[config.mk]
export PLATFORM = sky130hd
export DESIGN_NAME = ssd_scan_controller
export DESIGN_NICKNAME = d
export VERILOG_FILES = /design/src/rtl/ssd_scan_controller.sv
export SDC_FILE = /design/constraint.sdc
export NUM_CORES = 1
export LEC_CHECK = 0
export BUFFER_PORTS_ARGS = -buffer_cell sky130_fd_sc_hd__buf_2
export CORE_AREA = 2 2 116 118
export CTS_CLUSTER_DIAMETER = 80
export DETAILED_ROUTE_END_ITERATION = 8
export DIE_AREA = 0 0 118 120
export MAX_ROUTING_LAYER = met4
export PLACE_DENSITY = 0.54
export SYNTH_ARGS = -nofsm -noshare
export SYNTH_HDL_FRONTEND = slang
export SYNTH_SLANG_ARGS = --single-unit
[constraint.sdc]
create_clock -name clk -period 10.23 [get_ports clk]
set_input_delay 2.046 -clock clk [delete_from_list [all_inputs] [get_ports clk]]
set_output_delay 2.046 -clock clk [all_outputs]
set_load 0.05 [all_outputs]
[src/rtl/ssd_scan_controller.sv]
// Scan controller for a 4-digit common-anode seven-segment display:
// digit registers, slot sequencing with dead-time blanking and anode PWM.
module ssd_scan_controller #(
  parameter int unsigned CLK_DIV      = 100_000,
  parameter int unsigned BLANK_CYCLES = 1_000
) (
  input  logic       clk,
  input  logic       reset,
  input  logic       enable,
  input  logic       wr_en,
  input  logic [1:0] wr_addr,
  input  logic [3:0] wr_data,
  input  logic [3:0] dp_mask,
  input  logic [3:0] brightness,
  output logic [6:0] ssdCathode,
  output logic       ssdDp,
  output logic [3:0] ssdAnode,
  output logic       scan_tick
);

  localparam int unsigned SHOW_LEN = CLK_DIV - BLANK_CYCLES;
  localparam int unsigned SUB      = SHOW_LEN / 16;
  localparam int unsigned CW       = $clog2(CLK_DIV);

  localparam logic [1:0] S_IDLE  = 2'd0;
  localparam logic [1:0] S_BLANK = 2'd1;
  localparam logic [1:0] S_SHOW  = 2'd2;

  if (BLANK_CYCLES < 1 || CLK_DIV < BLANK_CYCLES + 16) begin : g_illegal
    $error("ssd_scan_controller: need BLANK_CYCLES>=1 and CLK_DIV-BLANK_CYCLES>=16");
  end

  logic [1:0]    state_q, state_d;
  logic [CW-1:0] cnt_q, cnt_d;
  logic [1:0]    idx_q, idx_d;
  logic [3:0]    code_q, code_d;
  logic [3:0]    bri_q, bri_d;
  logic [3:0]    digit_q [4];

  logic [6:0]    cath_q, cath_d;
  logic          dp_q, dp_d;
  logic [3:0]    anode_q, anode_d;
  logic          tick_q, tick_d;
  logic          lit_d;

  // Active-low {a,b,c,d,e,f,g}; 10 is a dash, 11-15 blank.
  function automatic logic [6:0] seg_decode(input logic [3:0] code);
    case (code)
      4'd0:    seg_decode = 7'b0000001;
      4'd1:    seg_decode = 7'b1001111;
      4'd2:    seg_decode = 7'b0010010;
      4'd3:    seg_decode = 7'b0000110;
      4'd4:    seg_decode = 7'b1001100;
      4'd5:    seg_decode = 7'b0100100;
      4'd6:    seg_decode = 7'b0100000;
      4'd7:    seg_decode = 7'b0001111;
      4'd8:    seg_decode = 7'b0000000;
      4'd9:    seg_decode = 7'b0000100;
      4'd10:   seg_decode = 7'b1111110;
      default: seg_decode = 7'b1111111;
    endcase
  endfunction

  // Slot sequencing; digit code and brightness are frozen on entry to SHOW.
  always_comb begin
    state_d = state_q;
    cnt_d   = cnt_q;
    idx_d   = idx_q;
    code_d  = code_q;
    bri_d   = bri_q;
    if (!enable) begin
      state_d = S_IDLE;
      cnt_d   = '0;
      idx_d   = '0;
    end else begin
      case (state_q)
        S_IDLE: begin
          state_d = S_BLANK;
          cnt_d   = '0;
          idx_d   = '0;
        end
        S_BLANK: begin
          cnt_d = cnt_q + CW'(1);
          if (cnt_q == CW'(BLANK_CYCLES - 1)) begin
            state_d = S_SHOW;
            code_d  = digit_q[idx_q];
            bri_d   = brightness;
          end
        end
        S_SHOW: begin
          if (cnt_q == CW'(CLK_DIV - 1)) begin
            state_d = S_BLANK;
            cnt_d   = '0;
            idx_d   = idx_q + 2'd1;
          end else begin
            cnt_d = cnt_q + CW'(1);
          end
        end
        default: begin
          state_d = S_IDLE;
          cnt_d   = '0;
          idx_d   = '0;
        end
      endcase
    end
  end

  // Outputs are derived from next-state values so they register alongside the state.
  always_comb begin
    lit_d   = (state_d == S_SHOW) &&
              ((32'(cnt_d) - BLANK_CYCLES) < ((32'(bri_d) + 32'd1) * SUB));
    anode_d = lit_d ? ~(4'b0001 << idx_d) : 4'hF;
    cath_d  = lit_d ? seg_decode(code_d) : 7'h7F;
    dp_d    = lit_d ? ~dp_mask[idx_d] : 1'b1;
    tick_d  = (state_d == S_BLANK) && (cnt_d == '0);
  end

  always_ff @(posedge clk) begin
    if (reset) begin
      state_q <= S_IDLE;
      cnt_q   <= '0;
      idx_q   <= '0;
      code_q  <= 4'hF;
      bri_q   <= '0;
      anode_q <= 4'hF;
      cath_q  <= 7'h7F;
      dp_q    <= 1'b1;
      tick_q  <= 1'b0;
    end else begin
      state_q <= state_d;
      cnt_q   <= cnt_d;
      idx_q   <= idx_d;
      code_q  <= code_d;
      bri_q   <= bri_d;
      anode_q <= anode_d;
      cath_q  <= cath_d;
      dp_q    <= dp_d;
      tick_q  <= tick_d;
    end
  end

  always_ff @(posedge clk) begin
    if (reset) begin
      for (int i = 0; i < 4; i++) digit_q[i] <= 4'hF;
    end else if (wr_en) begin
      digit_q[wr_addr] <= wr_data;
    end
  end

  assign ssdAnode   = anode_q;
  assign ssdCathode = cath_q;
  assign ssdDp      = dp_q;
  assign scan_tick  = tick_q;

endmodule

==> summary.txt, run 1 <==
GRT
  – GRT Resource Usage Total: 15.0%
  – Grt ovf: 0
  – First-pass GRT wire length: 16700 um
  – Pin count of the biggest net entering global routing: 25
  – Number of global-route vias before repair: 3509
  – Antenna violations before repair: 0

Setup path
  – Crit path depth: 27
  – CP Launch Point: enable
  – WP buf/inv: 4
  – CP peak stage delay: 0.45 ns
  – Crit-path slowest cell: xor2_1
  – Crit path top cell by count: ha_1
  – Reg2reg path depth: 29
  – Crit. End Element: flip-flop
  – R2r startpoint: cnt_q[0]
  – Crit path launch type: input port
  – Reg-to-reg critical path endpoint: ssdCathode[3]
  – Cell family with the largest share of critical-path delay: compound AO/OA/AOI/OAI gates
  – Worst EP arrival: 7.90 ns
  – WP data required: 10.41 ns
  – Crit path to: ssdCathode[3]
  – R2R Setup Slk: 2.98 ns
  – Crit path max fanout: 12
  – Kind of critical path: input port to flip-flop

Final layout
  – Fraction of layout cells with a size suffix above 1: 14.5%
  – Post-route cell area: 4960 sq um
  – Final Instance Count excl. Fillers: 687
  – ANT cells: 0
  – # nets final: 579
  – FILL cells: 1301
  – Area delta synth->final: 12.0%

Clocking
  – Post-cts hold buffer count: 0
  – Post-CTS resize count: 0
  – Clock tree buffer depth: 2
  – Setup bufs post-CTS: 0
  – CTS tree: yes
  – CTS sink count: 58
  – Total CTS buffers: 9
  – Htree depth: 3
  – Clk pin slew, worst setup/hold paths: 0.05 ns
  – Clock root buffer: clkbuf_16
  – Worst-Skew Late Latency: 0.32 ns

Placed design
  – DP Cell Count: 671
  – Dpl cell area: 4670 sq um
  – Hpwl dp: 7990 um
  – IO buf count: 30
  – Routability cong.: 0.843

Die
  – Die Height: 120 um
  – Die area: 14200 sq um
  – Core area: 13000 sq um
  – Site Rows: 42
  – Die W: 118 um
  – Starting Density: 34.1%
  – Number of I/O pins: 31

Drt
  – Router iterations before antenna repair: 4
  – Number of routed nets with antenna violations: 0
  – Avg WL per Cell: 14.6 um
  – Final wirelength: 10000 um
  – Initial DRC count: 137
  – Via Count: 3499
  – Residual DRC: 0
  – DR vias/cell: 5.09

Synthesis
  – Fraction of registers with async set/reset: 0%
  – Post-synth net total: 556
  – Synthesized instance count: 483
  – Distinct cells, synth: 71
  – Mapped cell area: 4430 sq um
  – Ys flop type: dfxtp_1
  – Warnings, synthesis: 0
  – Syn avg cell area: 9.17 sq um
  – Seq cells post-synth: 58
  – Sequential element share of the synthesized area: 29.8%
  – List of most frequent post-synthesis cells: 51 x ha_1, 51 x nor2_1, 42 x dfxtp_1
  – Post-synth EDFFs: 16
  – Cell type with the largest total area after synthesis: dfxtp_1
  – Top post-synthesis cells by area: dfxtp_1 19%, ha_1 14%, edfxtp_1 11%
  – Area fraction of the dominant cell type after synthesis: 19.0%

Timing
  – TNS Setup: 0 ns
  – Final period utilization: 75.5%
  – Slew Viols, Final: 0
  – Fmax: 129 MHz
  – Final hold vios: 0
  – Worst Max-Slew Pin Slew: 0.791 ns
  – Skew final: 0.00520 ns
  – Rel. slew slack: 46.6%
  – Final setup vio count: 0
  – Final worst path period need: 7.72 ns
  – RSZ-0062 raised after global routing: no

Min path
  – Worst Hold Class: flip-flop to flip-flop

Power and ir drop
  – Pwr Density: 112 nW/um^2
  – Pleak: 1.91 nW
  – Peak supply drop: 80.7 uV

Status
  – Outcome: finished clean

Run
  – Max_cap viols: 0
[cell usage in the layout (no fill, tap or decap), drive strengths merged, types with 7 or more instances in the layout]
cell type   n
inv        26
nand4       9
buf        31
nand2b     25
nand3      17
nand2      22
nor4        7
or2         8
xnor2      25
and3        8
xor2       18
dfxtp      42
o21ai      19
nor3b       7
edfxtp     16
ha         51
nor3       14
a21oi      18
nor2       51
mux2i       8
clkbuf     10
[layer usage]
| metal | track usage [%] | up-vias | share of wire [%] |
|---|---|---|---|
| met1 | 18.1 | 1653 | 45 |
| li1 | - | 1773 | - |
| met4 | 4.74 | 0 | 1.7 |
| met2 | 25.7 | 57 | 50 |
| met3 | 2.42 | 16 | 3.1 |
| met5 | - | - | 0 |
[kinds of logic (layout without fill, tap and decap cells)]
kind of cell | count (synthesis) | count (layout) | share of synthesized area, %
AOI/OAI and AO/OA | 75 | 75 | 11.4
xor gates and xnor gates | 43 | 43 | 8.51
adders and majority gates | 55 | 55 | 16.2
buffers and inverters | 45 | 73 | 5.26
DFF | 58 | 58 | 29.8
muxes | 17 | 17 | 5.29
and+or+nand+nor | 190 | 190 | 23.5
[sequential cells by signal (all words and copies together) (netlist names)]
name,flops
cnt_q,17
ssdAnode,4
scan_tick,1
bri_q,4
idx_q,2
code_q,4
digit_q,16
state_q,2
ssdCathode,7
ssdDp,1
[worst min-delay path by stage]
stage,start,end,slack [ns],depth (start not counted)
CTS,cnt_q[0],cnt_q[0],0.50,1
detailed placement,cnt_q[0],cnt_q[0],0.49,1
global route,cnt_q[0],cnt_q[0],0.56,1
global placement,cnt_q[0],cnt_q[0],0.48,1
finish,cnt_q[0],cnt_q[0],0.50,1
floorplan,cnt_q[0],cnt_q[0],0.45,1
[cell type report]
cell class,count,area (sq um),share of cell area [%]
Clock buffer,10,229,4.62
Sequential cell,58,1320,26.7
Tap cell,176,220,4.44
Clock inverter,6,57.6,1.16
Multi-Input combinational cell,380,2870,58.0
Timing Repair Buffer,31,158,3.18
Inverter,26,97.6,1.97
[through the flow]
step	setup slack, ns	hold WS [ns]	power [mW]	utilization (%)
6_report	2.51	0.498	0.553	38.2
5_1_grt	1.85	0.557	0.572	38.2
4_1_cts	2.53	0.505	0.558	38.2
3_5_place_dp	2.21	0.491	0.266	36.0
3_3_place_gp	2.46	0.477	0.266	36.0
2_1_floorplan	2.95	0.453	0.258	-
[power breakdown]
part           internal, mW  leakage (nW)  switching (mW)
clock                 0.186         0.134           0.105
combinational       0.00815          1.28          0.0101
sequential            0.242         0.498         0.00162
Power figures use the tool's default switching activity.
==> inputs of run 2 (changes only) <==
PLACE_DENSITY = 0.56   (was 0.54)
clock period = 6.85 ns   (was 10.23 ns; I/O delays follow)
==> summary.txt, run 2 (synthesized netlist as in run 1, its figures left out) <==
Setup path
  – Crit path max fanout: 6 (-6)
  – WP data required: 7.04 ns (-3.37 ns)
  – Crit. End Element: flip-flop
  – Crit path launch type: input port
  – Kind of critical path: input port to flip-flop
  – Worst EP arrival: 6.69 ns (-1.21 ns)
  – R2r startpoint: cnt_q[0]
  – CP Launch Point: enable

Drt
  – Avg WL per Cell: 14.7 um (+1.1%)
  – DR vias/cell: 5.12 (+0.55%)
  – Residual DRC: 0 (unchanged)
  – Initial DRC count: 164 (+20%)
  – Via Count: 3590 (+2.6%)
  – Number of routed nets with antenna violations: 0 (unchanged)
  – Router iterations before antenna repair: 5 (+1)
  – Final wirelength: 10300 um (+3.2%)

Final layout
  – # nets final: 593 (+2.4%)
  – Fraction of layout cells with a size suffix above 1: 20.2% (+5.7 points)
  – Most flops, register: cnt_q
  – FILL cells: 1274 (-2.1%)
  – Highest-count cells in the layout ignoring fill and taps: 50 x nor2_1, 49 x ha_1, 40 x dfxtp_1
  – Max reg flops: 17 (unchanged)
  – Area delta synth->final: 17.3%
  – ANT cells: 0 (unchanged)
  – Most common cell after layout, fill and taps aside: nor2_1

Timing
  – Fmax: 154 MHz
  – TNS Setup: 0 ns (unchanged)
  – Final period utilization: 94.9%
  – Final hold vios: 0 (unchanged)
  – Skew final: 0.00754 ns (+0.00233 ns)
  – Final setup vio count: 0 (unchanged)
  – Slew Viols, Final: 0 (unchanged)
  – Final worst path period need: 6.50 ns
  – Rel. slew slack: 52.3% (+5.7 points)
  – Hold WS: 0.449 ns (-0.0498 ns)
  – Worst Max-Slew Pin Slew: 0.706 ns (-0.0846 ns)

Die
  – Core area: 13000 sq um (unchanged)
  – Die Height: 120 um (unchanged)
  – Die W: 118 um (unchanged)
  – Starting Density: 34.1% (unchanged)
  – Site Rows: 42 (unchanged)
  – Die area: 14200 sq um (unchanged)
  – Number of I/O pins: 31 (unchanged)

GRT
  – First-pass GRT wire length: 16900 um (+0.95%)
  – Grt ovf: 0 (unchanged)
  – Antenna violations before repair: 0 (unchanged)
  – GRT Resource Usage Total: 15.2% (+0.21 points)
  – Number of global-route vias before repair: 3493 (-0.46%)
  – Pin count of the biggest net entering global routing: 25 (unchanged)

Clocking
  – Clock tree buffer depth: 2 (unchanged)
  – CTS tree: yes
  – Htree depth: 3 (unchanged)
  – Total CTS buffers: 9 (unchanged)
  – Worst-Skew Late Latency: 0.33 ns (about the same)
  – Clock root buffer: clkbuf_16
  – Clk pin slew, worst setup/hold paths: 0.06 ns (about the same)
  – CTS sink count: 58 (unchanged)

Power and ir drop
  – Pleak: 2.00 nW (+5.0%)
  – Peak supply drop: 113 uV (+40%)
  – Pwr Density: 171 nW/um^2 (+53%)

Status
  – Outcome: finished clean

Run
  – Max_cap viols: 0 (unchanged)

Placed design
  – IO buf count: 30 (unchanged)
  – Hpwl dp: 7840 um (-1.8%)
  – Routability cong.: 0.873 (+3.5%)

Min path
  – HP Start: cnt_q[0]
  – Worst Hold Class: flip-flop to flip-flop
run 2: cell types whose count changed in the layout (fill, tap and decap cells not counted), moves of 2 or more:
cell	delta
buf_4	+12
clkinv_1	-2
dfxtp_1	-2
ha_1	-2
ha_2	+2
o2111a_2	+2
run 2: worst paths after layout:
check | endpoint | slack [ns] | cells after the start
max | ssdCathode[3] | 0.35 | 27
max reg2reg | ssdCathode[3] | 0.40 | 29
min reg2reg | cnt_q[0] | 0.45 | 1
min | cnt_q[0] | 0.45 | 1
run 2: worst max-delay path, stage by stage:
cell	delay, ns
buf_2	0.12
and3_4	0.27
mux2_4	0.20
inv_2	0.03
or3_1	0.41
xor2_2	0.18
ha_1	0.33
inv_1	0.06
fa_1	0.43
fa_1	0.37
inv_1	0.07
ha_2	0.28
nor2b_1	0.13
o221ai_1	0.21
nand2b_1	0.12
a21oi_2	0.20
o31ai_2	0.10
nand2_1	0.11
xor2_1	0.07
ha_1	0.21
a2111oi_2	0.33
o21ai_1	0.11
a31o_2	0.22
o2111ai_1	0.09
and3_1	0.23
o2111a_2	0.29
o21ai_0	0.12
run 2: cell type report:
| cell class | count | area [sq um] | share of cell area, % |
|---|---|---|---|
| clock inverter | 6 | 87.6 | 1.69 |
| sequential | 58 | 1330 | 25.5 |
| multi-input combinational | 381 | 2960 | 57.0 |
| clock buffer | 10 | 239 | 4.60 |
| tap | 176 | 220 | 4.24 |
| inverter | 26 | 97.6 | 1.88 |
| timing repair buffer | 44 | 259 | 4.99 |
run 2: metal layers:
layer	global-route usage [%]	share of wire, %
met2	25.4	49
met1	18.7	47
met3	2.90	3.7
met5	-	0
met4	4.59	1.2
run 2: stage by stage:
stage / worst slack [ns] / power, mW / std cells / utilization [%] / instance area (sq um)
4_1_cts: 0.0648 / 0.894 / 696 / 39.0 / 5060
6_report: 0.349 / 0.887 / 701 / 40.0 / 5190
3_5_place_dp: -0.192 / 0.398 / 680 / 36.5 / 4740
2_1_floorplan: 0.243 / 0.386 / 483 / - / 4430
3_3_place_gp: -0.0201 / 0.397 / 680 / 36.5 / 4740
5_1_grt: -0.0138 / 0.915 / 701 / 40.0 / 5190
run 2: where the power goes:
part	total [mW]	switching (mW)	internal [mW]
clock network	0.496	0.167	0.329
logic	0.0280	0.0157	0.0123
registers	0.363	0.00255	0.360
total	0.887	0.186	0.701
run 2: repair_timing:
action,4_1_cts,5_1_grt
hold buffers,0,0
endpoints found under the hold margin,0,0
setup endpoints to repair,0,12
setup buffers,0,4
gates resized for setup,0,22
